[src/rtl/uart_pkg.sv]
// Shared types and constants for the UART transmit arbiter and its helpers.
package uart_pkg;

  localparam int BYTE_W  = 8;
  localparam int MAX_REQ = 8;
  localparam int ID_W    = 3;

  typedef enum logic [1:0] {
    IDLE,
    ISSUE,
    WAIT_BUSY,
    WAIT_DONE
  } state_e;

  // Next requester index, wrapping at n rather than at 2^ID_W.
  function automatic logic [ID_W-1:0] wrap_inc(input logic [ID_W-1:0] v, input int n);
    return (int'(v) + 1 >= n) ? '0 : v + 1'b1;
  endfunction

endpackage

[src/rtl/uart_tx_arbiter_rr_pick.sv]
// Combinational round-robin priority encoder: first set bit of req searching
// ptr, ptr+1, ... modulo num_req.
module rr_pick
  import uart_pkg::*;
#(
  parameter int num_req = 2
) (
  input  logic [num_req-1:0] req,
  input  logic [ID_W-1:0]    ptr,
  output logic               any,
  output logic [ID_W-1:0]    idx
);

  logic [MAX_REQ-1:0] req_ext;
  assign req_ext = MAX_REQ'(req);

  // NOTE: every output gets a value before the loop so no path leaves it
  // unassigned, which would otherwise infer a latch.
  always_comb begin
    int          j;
    logic [ID_W-1:0] jj;
    any = |req;
    idx = '0;
    j   = 0;
    jj  = '0;
    // Walk from the farthest offset back to ptr so the nearest hit wins.
    for (int k = num_req - 1; k >= 0; k--) begin
      j = int'(ptr) + k;
      if (j >= num_req) j = j - num_req;
      jj = ID_W'(j);
      if (req_ext[jj]) idx = jj;
    end
  end

endmodule

[src/rtl/uart_tx_arbiter.sv]
// Round-robin arbiter with packet lock sharing one uart_sender among
// num_req byte-stream requesters.
module uart_tx_arbiter
  import uart_pkg::*;
#(
  parameter int num_req      = 2,
  parameter int busy_timeout = 4,
  parameter int hold_timeout = 1024
) (
  input  logic                      clk,
  input  logic                      rst,
  input  logic [num_req-1:0]        req_valid,
  input  logic [BYTE_W*num_req-1:0] req_data,
  input  logic [num_req-1:0]        req_last,
  output logic [num_req-1:0]        req_ready,
  output logic                      tx_send,
  output logic [BYTE_W-1:0]         tx_data,
  input  logic                      tx_busy,
  output logic                      grant_active,
  output logic [ID_W-1:0]           grant_id
);

  localparam int HOLD_W = (hold_timeout > 1) ? $clog2(hold_timeout) : 1;
  localparam int BUSY_W = (busy_timeout > 1) ? $clog2(busy_timeout) : 1;

  state_e             state_q, state_d;
  logic [ID_W-1:0]    ptr_q, ptr_d;
  logic [ID_W-1:0]    g_q, g_d;
  logic               last_q, last_d;
  logic [HOLD_W-1:0]  hold_cnt_q, hold_cnt_d;
  logic [BUSY_W-1:0]  busy_cnt_q, busy_cnt_d;
  logic               tx_send_q, tx_send_d;
  logic [BYTE_W-1:0]  tx_data_q, tx_data_d;
  logic [num_req-1:0] req_ready_q, req_ready_d;
  logic               grant_active_q, grant_active_d;

  logic                      pick_any;
  logic [ID_W-1:0]           pick_idx;
  logic [MAX_REQ-1:0]        valid_ext, last_ext, ready_ext;
  logic [BYTE_W*MAX_REQ-1:0] data_ext;

  assign valid_ext = MAX_REQ'(req_valid);
  assign last_ext  = MAX_REQ'(req_last);
  assign data_ext  = (BYTE_W*MAX_REQ)'(req_data);
  assign ready_ext = MAX_REQ'(1) << g_q;

  rr_pick #(.num_req(num_req)) u_pick (
    .req (req_valid),
    .ptr (ptr_q),
    .any (pick_any),
    .idx (pick_idx)
  );

  always_comb begin
    state_d        = state_q;
    ptr_d          = ptr_q;
    g_d            = g_q;
    last_d         = last_q;
    hold_cnt_d     = hold_cnt_q;
    busy_cnt_d     = busy_cnt_q;
    grant_active_d = grant_active_q;
    tx_send_d      = 1'b0;
    tx_data_d      = '0;
    req_ready_d    = '0;

    unique case (state_q)
      IDLE: begin
        if (pick_any) begin
          g_d            = pick_idx;
          grant_active_d = 1'b1;
          hold_cnt_d     = '0;
          state_d        = ISSUE;
        end
      end
      ISSUE: begin
        // A busy transmitter freezes the hold counter; only a silent holder ages.
        if (!tx_busy) begin
          if (valid_ext[g_q]) begin
            tx_send_d   = 1'b1;
            tx_data_d   = data_ext[int'(g_q)*BYTE_W +: BYTE_W];
            req_ready_d = ready_ext[num_req-1:0];
            last_d      = last_ext[g_q];
            hold_cnt_d  = '0;
            busy_cnt_d  = '0;
            state_d     = WAIT_BUSY;
          end else if (hold_cnt_q == HOLD_W'(hold_timeout - 1)) begin
            grant_active_d = 1'b0;
            g_d            = '0;
            ptr_d          = wrap_inc(g_q, num_req);
            hold_cnt_d     = '0;
            state_d        = IDLE;
          end else begin
            hold_cnt_d = hold_cnt_q + 1'b1;
          end
        end
      end
      WAIT_BUSY: begin
        if (tx_busy || busy_cnt_q == BUSY_W'(busy_timeout - 1)) begin
          busy_cnt_d = '0;
          state_d    = WAIT_DONE;
        end else begin
          busy_cnt_d = busy_cnt_q + 1'b1;
        end
      end
      WAIT_DONE: begin
        if (!tx_busy) begin
          if (last_q) begin
            ptr_d          = wrap_inc(g_q, num_req);
            grant_active_d = 1'b0;
            g_d            = '0;
            state_d        = IDLE;
          end else begin
            state_d = ISSUE;
          end
        end
      end
      default: state_d = IDLE;
    endcase
  end

  // NOTE: non-blocking assignments here so every flop samples the values
  // computed for this cycle, independent of statement order.
  always_ff @(posedge clk) begin
    if (rst) begin
      state_q        <= IDLE;
      ptr_q          <= '0;
      g_q            <= '0;
      last_q         <= 1'b0;
      hold_cnt_q     <= '0;
      busy_cnt_q     <= '0;
      tx_send_q      <= 1'b0;
      tx_data_q      <= '0;
      req_ready_q    <= '0;
      grant_active_q <= 1'b0;
    end else begin
      state_q        <= state_d;
      ptr_q          <= ptr_d;
      g_q            <= g_d;
      last_q         <= last_d;
      hold_cnt_q     <= hold_cnt_d;
      busy_cnt_q     <= busy_cnt_d;
      tx_send_q      <= tx_send_d;
      tx_data_q      <= tx_data_d;
      req_ready_q    <= req_ready_d;
      grant_active_q <= grant_active_d;
    end
  end

  assign tx_send      = tx_send_q;
  assign tx_data      = tx_data_q;
  assign req_ready    = req_ready_q;
  assign grant_active = grant_active_q;
  assign grant_id     = g_q;

endmodule
[config.mk]
export PLATFORM = sky130hd
export DESIGN_NAME = uart_tx_arbiter
export DESIGN_NICKNAME = d
export VERILOG_FILES = /design/src/rtl/uart_pkg.sv /design/src/rtl/uart_tx_arbiter_rr_pick.sv /design/src/rtl/uart_tx_arbiter.sv
export SDC_FILE = /design/constraint.sdc
export NUM_CORES = 1
export LEC_CHECK = 0
export ABC_AREA = 1
export CAP_MARGIN = 20
export CORE_MARGIN = 2
export CORE_UTILIZATION = 40
export CTS_CLUSTER_SIZE = 40
export DETAILED_ROUTE_END_ITERATION = 7
export GPL_ROUTABILITY_DRIVEN = 1
export PLACE_DENSITY_LB_ADDON = 0.05
export REMOVE_ABC_BUFFERS = 1
export SLEW_MARGIN = 20
export SYNTH_ARGS = -nofsm -noshare
export SYNTH_HDL_FRONTEND = slang
export SYNTH_HIERARCHICAL = 1
export SYNTH_SLANG_ARGS = --single-unit
[constraint.sdc]
create_clock -name clk -period 2.25 [get_ports clk]
set_clock_uncertainty 0.2 [all_clocks]
set_input_delay 0.225 -clock clk [delete_from_list [all_inputs] [get_ports clk]]
set_output_delay 0.225 -clock clk [all_outputs]
set_load 0.03 [all_outputs]
==> impl_metrics.env, run 1 <==
export IMPL_slew_viol_final=0
export IMPL_place_inst=342
export IMPL_chipWidth_um=70.98
export IMPL_synth_area_leaders="dfxtp_1 (37%), nand2_1 (18%), ha_1 (7.7%)"
export IMPL_antenna_found_initial=0
export IMPL_crit_cells=1
export IMPL_status="finished, final reports clean"
export IMPL_syn_area_um2=1794
export IMPL_p_seq_frac=0.321
export IMPL_grt_pass1_vias=1452
export IMPL_ir_worst_vdd_mv=0.4827
export IMPL_finalCriticalPeriod_ps=2015
export IMPL_dpl_hpwl_mm=2.877
export IMPL_num_io_pins=38
export IMPL_start_util=0.4149
export IMPL_fin_ws_ps=234.8
export IMPL_drive_above_1_share=0.1107
export IMPL_final_core_utilization=0.5382
export IMPL_crit_path_max_incr_delay_ps=750
export IMPL_p_comb_frac=0.439
export IMPL_nets=331
export IMPL_dp_slack_ps=152.8
export IMPL_drt_pre_antenna_iters=4
export IMPL_hold_viol_final=0
export IMPL_critical_path_slowest_cell="clkdlybuf4s50_1"
export IMPL_holdPathStages=2
export IMPL_tns_ps=0
export IMPL_clockPowerShare=0.241
export IMPL_yosysTopAreaCellShare=0.3682
export IMPL_setup_violations_final=0
export IMPL_crit_chain="clkdlybuf4s50_1"
export IMPL_worst_setup_path_end_kind="primary output"
export IMPL_num_rows=24
export IMPL_cts_resized=0
export IMPL_synth_most_common_cell="nand2_1"
export IMPL_p_per_area_nw_per_um2=1024
export IMPL_gp_congestion=0.7876
export IMPL_yosysSeqAreaShare=0.3682
export IMPL_internal_power_mw=1.421
export IMPL_routedWlPerCell_um=10.44
export IMPL_total_power_mw=2.382
export IMPL_synthCells=255
export IMPL_area_delta_synth_final_pct=29.71
export IMPL_worst_path_dominant_cell_family="buffers and inverters"
export IMPL_worst_hold_path_type="flip-flop to flip-flop"
export IMPL_dieArea_um2=5037
export IMPL_die_h_um=70.98
export IMPL_rsz0062_at_grt="false"
export IMPL_cts_root_buffer="clkbuf_8"
export IMPL_grt_max_degree=12
export IMPL_ant_nets=0
export IMPL_drc=0
export IMPL_synth_main_ff_cell="dfxtp_1"
export IMPL_cts_num_sinks=33
export IMPL_critPathArrivalTime_ps=1590
export IMPL_p_sw_mw=0.9612
export IMPL_cts_buffers_inserted=5
export IMPL_postCtsHoldBufs=0
export IMPL_diodes=0
export IMPL_start_kind="flip-flop"
export IMPL_htreeDepth=2
export IMPL_clk_insertion_delay_late_ps=280
export IMPL_cts_tree="done"
export IMPL_synthArstFlopShare=0
export IMPL_fillers=441
export IMPL_worst_ep_required_time_ps=1820
export IMPL_synth_area_per_cell_um2=7.036
export IMPL_postCtsSetupRepairBufs=0
export IMPL_grt_pass1_wl_mm=6.479
export IMPL_stdcell_count=350
export IMPL_yosysWarnings=6
export IMPL_wirelength_mm=3.655
export IMPL_yosys_area_top_type="dfxtp_1"
export IMPL_dr_first_iter_drc_count=60
export IMPL_fmax_ghz=0.4962
export IMPL_crit_path_max_fanout=9
export IMPL_ys_seq_elements=33
export IMPL_via_per_inst=4.660
export IMPL_p_leak_nw=1.005
export IMPL_rr_worst_depth=8
export IMPL_swShare=0.4035
export IMPL_core_region_area_um2=4324
export IMPL_crit_buf_inv=1
export IMPL_track_usage=0.1635
export IMPL_ys_top_cells_by_count="nand2_1 (84), dfxtp_1 (33), nor2_1 (29), inv_1 (23), nand3_1 (13)"
export IMPL_critPathKind="flip-flop to primary output"
export IMPL_synth_cell_types=34
export IMPL_clockBufferDepth=2
export IMPL_clk_pin_slew_ps=70
export IMPL_max_cap_viol_count=0
export IMPL_period_share=0.8956
export IMPL_synth_edff_count=0
export IMPL_io_buffers=37
export IMPL_overflow=0
export IMPL_vias=1631
## layout by cell type, fill, tap and decap left out, drive strengths merged, types with 2 or more instances in the layout
| cell | synthesis | layout |
|---|---|---|
| conb | 1 | 2 |
| o22ai | 2 | 2 |
| ha | 11 | 11 |
| xor2 | 2 | 2 |
| clkdlybuf4s50 | 0 | 37 |
| a21oi | 13 | 13 |
| nor2 | 36 | 36 |
| nand3 | 16 | 16 |
| clkbuf | 1 | 7 |
| inv | 26 | 26 |
| dfxtp | 33 | 33 |
| nand2 | 90 | 90 |
| nor3 | 4 | 4 |
| o21ai | 7 | 7 |
| nand4 | 2 | 2 |
| o21bai | 2 | 2 |
## layout make-up
class | count | area [um2] | area share
well taps | 52 | 65.06 | 0.02796
repair buffers | 38 | 377.9 | 0.1624
clock buffers | 7 | 86.33 | 0.03710
flip-flops and latches | 33 | 660.6 | 0.2839
clock inverters | 1 | 30.03 | 0.01290
multi-input cells | 193 | 1010 | 0.4339
inverters | 26 | 97.59 | 0.04194
## through the flow
stage | area [um2] | hold slack, ps
final | 2327 | 262.4
after global routing | 2327 | 277.5
after CTS | 2327 | 269.9
after detailed placement | 2211 | 259.4
after global placement | 2211 | 251.6
after floorplan | 1768 | 94.07
## routing by layer
layer | part of all wire | wire, um | global-route usage | vias to the layer above
met2 | 0.44 | 1609 | 0.2606 | 29
li1 | - | - | - | 886
met5 | 0 | 0 | 0 | -
met3 | 0.049 | 178 | 0.04843 | 7
met1 | 0.50 | 1814 | 0.2090 | 709
met4 | 0.014 | 52 | 0.06289 | 0
## state kept, by name, summed over array words and instances, names as in the netlist, named ones only
register	flops
req_ready	2
tx_data	8
ptr_q	3
tx_send	1
state_q	1
busy_cnt_q	2
grant_id	3
hold_cnt_q	10
grant_active	1
last_q	1
## worst paths after layout
kind / startpoint / to / slack, ps
hold / removal: grant_active / grant_active / 260
setup reg to reg: state_q[0] / hold_cnt_q[9] / 270
hold reg to reg: grant_active / grant_active / 260
setup / recovery: grant_id[0] / grant_id[0] / 230
## cell families (layout without fill, tap and decap cells)
group | after synthesis | in the layout | share of synthesized area
buffers and inverters | 30 | 72 | 0.07112
AND/OR/NAND/NOR | 150 | 150 | 0.3794
other | 1 | 2 | 0.002090
adder cells (fa/ha/maj) | 11 | 11 | 0.07671
AO/OA/AOI/OAI | 27 | 27 | 0.08787
flip-flops | 33 | 33 | 0.3682
XOR/XNOR | 3 | 3 | 0.01465
## power groups by stage
stage	Clock (mW)	Combinational (mW)	Sequential, mW
final	0.573	1.04	0.764
after CTS	0.598	1.05	0.765
after global routing	0.618	1.20	0.781
after floorplan	0	0.724	0.828
after global placement	0	1.04	0.778
after detailed placement	0	1.05	0.779
(Power assumes the default switching activity.)
==> run 2, diff against run 1 <==
--- a/config.mk
+++ b/config.mk
@@ -14,7 +14,6 @@
 export GPL_ROUTABILITY_DRIVEN = 1
 export PLACE_DENSITY_LB_ADDON = 0.05
 export REMOVE_ABC_BUFFERS = 1
-export SLEW_MARGIN = 20
 export SYNTH_ARGS = -nofsm -noshare
 export SYNTH_HDL_FRONTEND = slang
 export SYNTH_HIERARCHICAL = 1
==> results of run 2 <==
No change in the layout: final DEF, timing and power equal those of run 1.
==> run 3, diff against run 2 <==
--- a/config.mk
+++ b/config.mk
@@ -14,6 +14,7 @@
 export GPL_ROUTABILITY_DRIVEN = 1
 export PLACE_DENSITY_LB_ADDON = 0.05
 export REMOVE_ABC_BUFFERS = 1
+export SLEW_MARGIN = 20
 export SYNTH_ARGS = -nofsm -noshare
 export SYNTH_HDL_FRONTEND = slang
 export SYNTH_HIERARCHICAL = 1
==> results of run 3 <==
No change in the layout: final DEF, timing and power equal those of run 1.
